$ cat config.mk
export PLATFORM = sky130hd
export DESIGN_NAME = alarm_bank
export DESIGN_NICKNAME = d
export VERILOG_FILES = /design/src/rtl/alarm_pkg.sv /design/src/rtl/alarm_channel.sv /design/src/rtl/alarm_bank.sv
export SDC_FILE = /design/constraint.sdc
export NUM_CORES = 1
export LEC_CHECK = 0
export CAP_MARGIN = 10
export CORE_ASPECT_RATIO = 1.1
export CORE_MARGIN = 1
export CORE_UTILIZATION = 41
export DETAILED_ROUTE_END_ITERATION = 12
export PLACE_DENSITY = 0.7
export RECOVER_POWER = 100
export SETUP_SLACK_MARGIN = 0.5
export SLEW_MARGIN = 5
export SYNTH_ARGS = -nofsm -noshare
export SYNTH_HDL_FRONTEND = slang
export SYNTH_SLANG_ARGS = --single-unit
$ cat constraint.sdc
create_clock -name clk -period 5.5 [get_ports clk]
set_input_delay 1.1 -clock clk [delete_from_list [all_inputs] [get_ports clk]]
set_output_delay 1.1 -clock clk [all_outputs]
set_load 0.02 [all_outputs]
$ cat src/rtl/alarm_pkg.sv
// Shared types and time arithmetic for the multi-channel alarm bank.
// Time word layout: [10:6] hour 0-23, [5:0] minute 0-59.
package alarm_pkg;

    localparam int TIME_W   = 11;
    localparam int HOUR_MSB = 10;
    localparam int HOUR_LSB = 6;
    localparam int MIN_MSB  = 5;
    localparam int MIN_LSB  = 0;

    typedef enum logic [1:0] {
        IDLE,
        RINGING,
        SNOOZED,
        DONE
    } alarm_state_t;

    // Adds up to 59 minutes to a valid time word, carrying into the hour
    // and wrapping 24:00 back to 00:00.
    function automatic logic [TIME_W-1:0] add_minutes(
        input logic [TIME_W-1:0] t,
        input logic [5:0]        min
    );
        logic [6:0] m_sum;
        logic [4:0] hour;
        m_sum = {1'b0, t[MIN_MSB:MIN_LSB]} + {1'b0, min};
        hour  = t[HOUR_MSB:HOUR_LSB];
        if (m_sum >= 7'd60) begin
            m_sum = m_sum - 7'd60;
            hour  = hour + 5'd1;
        end
        if (hour >= 5'd24) begin
            hour = hour - 5'd24;
        end
        return {hour, m_sum[5:0]};
    endfunction

endpackage

$ cat src/rtl/alarm_channel.sv
// One alarm channel: stored alarm time, snooze target and ring state machine.
//   state   | meaning
//   IDLE    | armed, waiting for time_in == target_t
//   RINGING | ringing output high, counting minute ticks
//   SNOOZED | silenced until time_in == snooze target
//   DONE    | finished for this minute; re-arms once time_in leaves alarm_t
module alarm_channel
    import alarm_pkg::*;
#(
    parameter int SNOOZE_MIN   = 9,
    parameter int MAX_SNOOZE   = 3,
    parameter int RING_MAX_MIN = 5
) (
    input  logic              clk,
    input  logic              rst,
    input  logic [TIME_W-1:0] time_in,
    input  logic [TIME_W-1:0] time_set_in,
    input  logic              load,
    input  logic              en,
    input  logic              tick,
    input  logic              end_ring,
    input  logic              snooze,
    output logic              ringing
);

    localparam int CNT_W = (MAX_SNOOZE > 0) ? $clog2(MAX_SNOOZE + 1) : 1;
    localparam int MIN_W = $clog2(RING_MAX_MIN + 1);

    alarm_state_t      state, state_nxt;
    logic [TIME_W-1:0] alarm_t, alarm_nxt;
    logic [TIME_W-1:0] target_t, target_nxt;
    logic [CNT_W-1:0]  snooze_cnt, cnt_nxt;
    logic [MIN_W-1:0]  min_cnt, min_nxt;

    always_ff @(posedge clk) begin
        if (rst) begin
            state      <= IDLE;
            alarm_t    <= '0;
            target_t   <= '0;
            snooze_cnt <= '0;
            min_cnt    <= '0;
        end else begin
            state      <= state_nxt;
            alarm_t    <= alarm_nxt;
            target_t   <= target_nxt;
            snooze_cnt <= cnt_nxt;
            min_cnt    <= min_nxt;
        end
    end

    always_comb begin
        state_nxt  = state;
        alarm_nxt  = alarm_t;
        target_nxt = target_t;
        cnt_nxt    = snooze_cnt;
        min_nxt    = min_cnt;
        if (load) begin
            alarm_nxt  = time_set_in;
            target_nxt = time_set_in;
            cnt_nxt    = '0;
            state_nxt  = IDLE;
        end else if (!en) begin
            state_nxt = IDLE;
        end else begin
            case (state)
                IDLE: begin
                    if (time_in == target_t) begin
                        state_nxt = RINGING;
                        min_nxt   = '0;
                    end
                end
                RINGING: begin
                    if (end_ring || (snooze && snooze_cnt == CNT_W'(MAX_SNOOZE))) begin
                        state_nxt = DONE;
                    end else if (snooze) begin
                        state_nxt  = SNOOZED;
                        target_nxt = add_minutes(time_in, 6'(SNOOZE_MIN));
                        cnt_nxt    = snooze_cnt + CNT_W'(1);
                    end else if (tick) begin
                        if ((min_cnt + MIN_W'(1)) == MIN_W'(RING_MAX_MIN)) begin
                            state_nxt = DONE;
                        end else begin
                            min_nxt = min_cnt + MIN_W'(1);
                        end
                    end
                end
                SNOOZED: begin
                    if (end_ring) begin
                        state_nxt = DONE;
                    end else if (time_in == target_t) begin
                        state_nxt = RINGING;
                        min_nxt   = '0;
                    end
                end
                DONE: begin
                    if (time_in != alarm_t) begin
                        state_nxt = IDLE;
                    end
                end
                default: state_nxt = IDLE;
            endcase
            // Re-arm to the alarm time whenever we sit in or enter DONE.
            if (state_nxt == DONE) begin
                target_nxt = alarm_t;
                cnt_nxt    = '0;
            end
        end
    end

    assign ringing = (state == RINGING);

endmodule

$ cat src/rtl/alarm_bank.sv
// N-channel alarm bank: channel load decode, shared minute tick, ring
// OR-reduction and lowest-index ring_id encoder.
module alarm_bank
    import alarm_pkg::*;
#(
    parameter int N_ALARMS     = 4,
    parameter int SNOOZE_MIN   = 9,
    parameter int MAX_SNOOZE   = 3,
    parameter int RING_MAX_MIN = 5,
    localparam int SEL_W       = (N_ALARMS > 1) ? $clog2(N_ALARMS) : 1
) (
    input  logic                clk,
    input  logic                rst,
    input  logic [TIME_W-1:0]   time_in,
    input  logic [TIME_W-1:0]   time_set_in,
    input  logic                set_time,
    input  logic [SEL_W-1:0]    set_sel,
    input  logic [N_ALARMS-1:0] en_in,
    input  logic                end_ring,
    input  logic                snooze,
    output logic                ring,
    output logic [N_ALARMS-1:0] ring_vec,
    output logic [SEL_W-1:0]    ring_id
);

    logic [TIME_W-1:0] prev_time;
    logic              tick;

    always_ff @(posedge clk) begin
        if (rst) begin
            prev_time <= '0;
        end else begin
            prev_time <= time_in;
        end
    end

    assign tick = (time_in != prev_time);

    for (genvar i = 0; i < N_ALARMS; i++) begin : g_ch
        alarm_channel #(
            .SNOOZE_MIN  (SNOOZE_MIN),
            .MAX_SNOOZE  (MAX_SNOOZE),
            .RING_MAX_MIN(RING_MAX_MIN)
        ) u_ch (
            .clk        (clk),
            .rst        (rst),
            .time_in    (time_in),
            .time_set_in(time_set_in),
            .load       (set_time && (set_sel == SEL_W'(i))),
            .en         (en_in[i]),
            .tick       (tick),
            .end_ring   (end_ring),
            .snooze     (snooze),
            .ringing    (ring_vec[i])
        );
    end

    // ring_vec comes straight from channel state flops, so ring_id is
    // aligned with it without an extra register stage.
    always_comb begin
        ring_id = '0;
        for (int i = N_ALARMS - 1; i >= 0; i--) begin
            if (ring_vec[i]) begin
                ring_id = SEL_W'(i);
            end
        end
    end

    assign ring = |ring_vec;

endmodule
=== Word level (Yosys, flattened, before mapping) ===
Cells that the tools add are included.

* Mux-type cells: 135
* Bitwise logic cells: 8
* Reduce and logical (&&, ||, !) cells: 62
* Eq/ne operators: 64
* $add $sub $neg: 15
* Order comparisons: 5

{| class="wikitable"
|+ Operators with widths
! kind !! number
|-
| two-way mux 11 bit || 24
|-
| two-way mux 2 bit || 56
|-
| two-way mux 5 bit || 22
|-
| two-way mux 3 bit || 24
|-
| inequality test 11 bit || 5
|-
| inequality test 2 bit (second input constant) || 23
|-
| equality test 11 bit || 4
|-
| equality test 2 bit (second input constant) || 18
|-
| case mux 3 bit (3 select lines) || 4
|-
| nonzero test 3 bit || 12
|-
| case mux 2 bit (4 select lines) || 4
|-
| AND reduction 4 bit || 8
|-
| AND reduction 8 bit || 4
|-
| nonzero test 2 bit || 12
|-
| >= comparator 5 bit (second input constant) || 4
|-
| subtractor 5 bit (second input constant) || 4
|-
| adder 3 x 1 -> 3 bit (second input constant) || 4
|-
| equality test 3 bit (second input constant) || 4
|-
| inequality test 3 x 2 -> 1 bit (second input constant) || 4
|-
| OR reduction 3 bit || 4
|-
| equality test 2 x 1 -> 1 bit (second input constant) || 5
|-
| logical NOT 2 bit || 5
|-
| adder 2 x 1 -> 2 bit (second input constant) || 4
|-
| logical AND 1 bit || 8
|-
| other kinds (10) || 23
|}

* Output and inout port bits: 7
* Bits in registers: 127

=== Logic depth before layout (Yosys ltp) ===
* Depth after elaboration: 16
* Mapped depth: 14
* Gate-level depth less buffers: 11

=== Modules after synthesis ===
From an unflattened synthesis, not the netlist that was laid out.

* Cells, all modules: 1116
* Area, all modules: 9132.5 um^2

{| class="wikitable"
|+ By module, submodules not included
! module !! cells an instance !! instances !! seq. area each (um^2) !! area an instance (um^2)
|-
| alarm_channel (g_ch[0].u_ch ...) || 262 || 2 || 580.6 || 2135.8
|-
| alarm_channel (g_ch[2].u_ch) || 292 || 1 || 580.6 || 2306.0
|-
| alarm_channel (g_ch[3].u_ch) || 250 || 1 || 580.6 || 2084.5
|-
| alarm_bank || 50 || 1 || 220.2 || 470.5
|}

=== Worst setup path after synthesis ===
No wires, ideal clock.

* Path type: in2reg
* From: in time_in[0]
* To: reg g_ch[2].u_ch.target_t[9]
* Data required time: 5.378 ns
* Arrival time: 3.259 ns
* Slack: 2.120 ns
* Cell stages on the path: 13
* Setup time: 0.122 ns
* Cell sequence: buf_2 and3_1 buf_4 xnor2_1 ha_1 nand2_1 o221ai_1 o211ai_2 buf_4 o22ai_1 a22o_1 a22o_1 a221o_1

* Longest elaborated chain between the ends: 16
* Elaborated cells between the ends (all ways): 34
* Those cells by class: add/sub: 2; order compare: 2; eq/ne: 5; mux: 22; reduce/logical: 3

{| class="wikitable"
|+ RTL lines
! element !! line !! RTL
|-
| start, declared || alarm_bank.sv:14 || <nowiki>input logic [TIME_W-1:0] time_in,</nowiki>
|-
| adder 6 x 4 -> 7 bit || alarm_pkg.sv:26 || <nowiki>m_sum = {1'b0, t[MIN_MSB:MIN_LSB]} + {1'b0, min};</nowiki>
|-
| >= comparator 7 x 6 -> 1 bit || alarm_pkg.sv:28 || <nowiki>if (m_sum >= 7'd60) begin</nowiki>
|-
| two-way mux 5 bit || alarm_pkg.sv:28 ||
|-
| two-way mux 5 bit || alarm_channel.sv:75 || <nowiki>end else if (snooze) begin</nowiki>
|-
| two-way mux 5 bit || alarm_channel.sv:73 || <nowiki>if (end_ring || (snooze && snooze_cnt == CNT_W'(MAX_SNOOZE))) begin</nowiki>
|-
| two-way mux 5 bit || alarm_channel.sv:65 || <nowiki>case (state)</nowiki>
|-
| two-way mux 5 bit || alarm_channel.sv:62 || <nowiki>end else if (!en) begin</nowiki>
|-
| two-way mux 5 bit || alarm_channel.sv:57 || <nowiki>if (load) begin</nowiki>
|-
| subtractor 5 bit / >= comparator 5 bit (equally long branches) || alarm_pkg.sv:33, alarm_pkg.sv:32 ||
|-
| two-way mux 5 bit || alarm_pkg.sv:32 || <nowiki>if (hour >= 5'd24) begin</nowiki>
|-
| two-way mux 11 bit || alarm_channel.sv:75 ||
|-
| two-way mux 11 bit || alarm_channel.sv:73 ||
|-
| two-way mux 11 bit || alarm_channel.sv:65 ||
|-
| two-way mux 11 bit || alarm_channel.sv:103 || <nowiki>if (state_nxt == DONE) begin</nowiki>
|-
| two-way mux 11 bit || alarm_channel.sv:62 ||
|-
| two-way mux 11 bit || alarm_channel.sv:57 ||
|-
| end signal, assigned || alarm_channel.sv:45 || <nowiki>target_t <= target_nxt;</nowiki>
|-
| end, declared || alarm_channel.sv:31 || <nowiki>logic [TIME_W-1:0] target_t, target_nxt;</nowiki>
|}

Several ways; a longest one is shown, not always the timed one. The select of a mux whose other input is x is not followed.
A chain may end at the register's enable or synchronous reset.

=== Worst setup path in the final report ===
* From: in time_in[2]
* To: reg g_ch[2].u_ch.target_t[9]

The elaborated chain is that of the path after synthesis.

==> Flow_metrics.wiki <==
{| class="wikitable"
! Metric !! Value
|-
| CP Max Fanout || 14
|-
| Synth Net Count || 945
|-
| Clock tree skew after final layout || 0.00491 ns
|-
| Final hold violations || 0
|-
| Antenna Cells || 0
|-
| Detail-routed via count per cell || 5.83
|-
| Endpoint of the worst-slack reg-to-reg timing path || g_ch[1].u_ch.target_t[8]
|-
| Fillcell total || 1760
|-
| Min cycle time layout || 4.71 ns
|-
| Drt total wl || 22200 um
|-
| Core region area || 17700 um2
|-
| Synth-to-Final Area Change || 13.4%
|-
| Ranking of synthesized cells by area || dfxtp_1 34%, xnor2_1 8.0%, nand2_1 7.5%, a21oi_1 5.3%, xor2_1 5.1%
|-
| Hold_buf cts || 0
|-
| Synth Register Bits || 127
|-
| GR Util All Layers || 25.3%
|-
| Post-route DRC violation count || 0
|-
| First-pass GRT wire length || 35400 um
|-
| CTS root buffer || clkbuf_16
|-
| Primary FF master, synth || dfxtp_1
|-
| Maximum root-to-sink buffer count || 2
|-
| Die Area || 18600 um2
|-
| Fraction of the yosys area taken by sequential cells || 34.3%
|-
| Io pins || 40
|-
| Worst relative slew slack || -57.0%
|-
| Synth area leader || dfxtp_1
|-
| Worst R2R Start || prev_time[7]
|-
| Max frequency || 212 MHz
|-
| Number of search-and-repair iterations in the first detailed-routing pass || 8
|-
| Unrepaired setup endpoints after global routing || false
|-
| Hold path endpoint || g_ch[2].u_ch.target_t[4]
|-
| Vias after detailed routing || 6736
|-
| Insertion delay of the later-clocked pin in the worst-skew pair || 0.42 ns
|-
| Reported max-cap violation count || 1
|-
| Critical path class || input pin to flop
|-
| Die width || 130 um
|-
| Worst hold path stage count || 2
|-
| Most common cell after layout, fill and taps aside || nand2_1
|-
| Number of post-CTS setup repair buffers || 0
|-
| Setup-failing EPs final || 0
|-
| Number of buffers inserted by port buffering || 39
|-
| Clock transition at the register clock pins on the worst setup and hold paths after CTS || 0.05 ns
|-
| TritonCTS clock tree || yes
|-
| Final Cycle Share || 85.7%
|-
| Fraction of layout instances using a drive strength above 1 || 7.09%
|-
| Vias in the first global route || 6439
|-
| Cell depth of the worst flop-to-flop path || 9
|-
| Worst setup path startpoint || time_in[2]
|-
| Power density relative to cell area || 286 nW/um2
|-
| Worst slack at placement || 0.893 ns
|-
| Top-area cell type share of the netlist area || 34.3%
|-
| Final core occ || 47.4%
|-
| Final routed wire length divided by cell count || 19.2 um
|-
| Final Worst Setup Slack || 0.786 ns
|-
| Clock sink count || 127
|-
| Cells resized by post-CTS repair || 0
|-
| Result of the run || finished, violations left
|-
| Maximum vdd ir drop || 253 uV
|-
| Half-perimeter wire length of the detailed placement result || 15400 um
|-
| TNS Setup || 0 ns
|-
| Hold Path Class || flop to flop
|-
| Violated checks || max-capacitance violations, max-slew violations
|-
| Post-synthesis cell count || 896
|-
| Number of warning messages in the yosys log || 0
|-
| Kind of end point of the critical path || flop
|-
| Critical path startpoint category || input pin
|-
| Routability cong. || 0.937
|-
| Leakage power || 3.06 nW
|-
| Die boundary height || 143 um
|-
| Highest-count cells in the layout ignoring fill and taps || 148 x nand2_1, 127 x dfxtp_1, 78 x a21oi_1
|-
| Least-Margin Pin Slew || 2.36 ns
|-
| Antenna violations before repair || 0
|-
| Mean instance size in the synthesized netlist || 8.28 um2
|-
| Pins Over Slew Limit || 53
|-
| Required time of the critical path || 5.81 ns
|-
| Num rows || 51
|-
| CTS H-tree depth || 4
|-
| Antenna Violating Nets Remaining || 0
|-
| Post-Synthesis Cell Area || 7420 um2
|-
| Synth cell types || 76
|-
| Initial core utilization || 41.8%
|-
| Total CTS buffers || 17
|-
| Overall power after layout || 2.41 mW
|-
| Layout net count || 954
|-
| Worst Min Path Start || g_ch[2].u_ch.target_t[4]
|-
| Maximum number of pins on one net before global-route repair || 58
|-
| Initial DRC count || 679
|-
| Arrival time at the worst endpoint || 5.02 ns
|-
| Flop2flop setup slack || 2.48 ns
|-
| Residual overflow from global routing || 0
|-
| EDFF count, synth || 0
|-
| Asr flop ratio synth || 0%
|}
flip-flops by register name, indices dropped and copies added (netlist names):
register,count
g_ch.u_ch.min_cnt,12
g_ch.u_ch.state,8
g_ch.u_ch.alarm_t,44
prev_time,11
g_ch.u_ch.snooze_cnt,8
g_ch.u_ch.target_t,44
per-layer routing:
| layer | share of wire [%] | GRT usage [%] | wire, um |
|---|---|---|---|
| met1 | 42 | 31.9 | 9250 |
| met2 | 47 | 41.1 | 10400 |
| met3 | 7.2 | 4.95 | 1600 |
| met4 | 4.1 | 11.8 | 901 |
| met5 | 0 | 0 | 0 |
critical path, cell delays in order:
cell and delay, ns:
clkdlybuf4s50_1 0.45, clkbuf_1 0.80, and3_1 0.46, xnor2_1 0.19, ha_1 0.29, nand2_1 0.08, o221ai_1 0.24, o211ai_2 0.29
a21oi_1 0.21, o22ai_1 0.09, a22o_1 0.35, a22o_1 0.23, a221o_1 0.25
worst max path at each step:
stage                     slack, ns  cells past startpoint                        to
after detailed placement       0.89                     13  g_ch[2].u_ch.target_t[9]
after CTS                      1.34                     13  g_ch[2].u_ch.target_t[9]
after global placement         0.98                     13  g_ch[2].u_ch.target_t[9]
after global routing           0.52                     13  g_ch[2].u_ch.target_t[9]
after floorplan                2.12                     13  g_ch[2].u_ch.target_t[9]
final                          0.79                     13  g_ch[2].u_ch.target_t[9]
final cells by class:
| class | count | area, um2 | share of cell area, % |
|---|---|---|---|
| multi-input cells | 680 | 4390 | 52.2 |
| clock buffers | 25 | 495 | 5.89 |
| inverters | 21 | 78.8 | 0.937 |
| repair buffers | 58 | 504 | 5.99 |
| well taps | 238 | 298 | 3.54 |
| flip-flops and latches | 127 | 2540 | 30.2 |
| clock inverters | 6 | 105 | 1.25 |
power by group:
| part | internal [mW] | switching (mW) |
|---|---|---|
| combinational | 0.105 | 0.177 |
| clock | 0.756 | 0.400 |
| sequential | 0.947 | 0.0208 |
| total | 1.81 | 0.598 |
cells in the mapped netlist (5+ instances only):
cell type and number:
a211oi_1 6, a21oi_1 78, a221o_1 16, a222oi_1 17
a22o_1 8, a31oi_1 9, and2_1 7, and3_1 6
buf_2 14, buf_4 20, clkbuf_1 27, dfxtp_1 127
ha_1 16, inv_1 20, mux2i_1 7, nand2_1 148
nand2b_1 11, nand3_1 20, nand4_1 15, nor2_1 47
nor2b_1 14, nor3_1 16, nor4_1 6, o21ai_0 15
o21ai_1 12, o22ai_1 5, o2bb2ai_1 11, xnor2_1 68
xor2_1 43
cells by family after synthesis:
| kind of cell | count (synthesis) | share of synthesized area (%) |
|---|---|---|
| AND/OR/NAND/NOR | 315 | 20.4 |
| AO/OA/AOI/OAI | 227 | 22.0 |
| flip-flops | 127 | 34.3 |
| XOR/XNOR | 111 | 13.1 |
| buffers and inverters | 89 | 6.00 |
| adder cells (fa/ha/maj) | 16 | 2.70 |
| multiplexers | 11 | 1.55 |
through the flow:
| step | std cells | cell area, um2 | hold slack, ns |
|---|---|---|---|
| after floorplan | 896 | 7420 | 0.428 |
| after global placement | 1124 | 7890 | 0.445 |
| after detailed placement | 1124 | 7890 | 0.458 |
| after CTS | 1155 | 8490 | 0.465 |
| after global routing | 1155 | 8420 | 0.485 |
| final | 1155 | 8420 | 0.466 |
No activity file was read; power rests on OpenSTA's default activity.
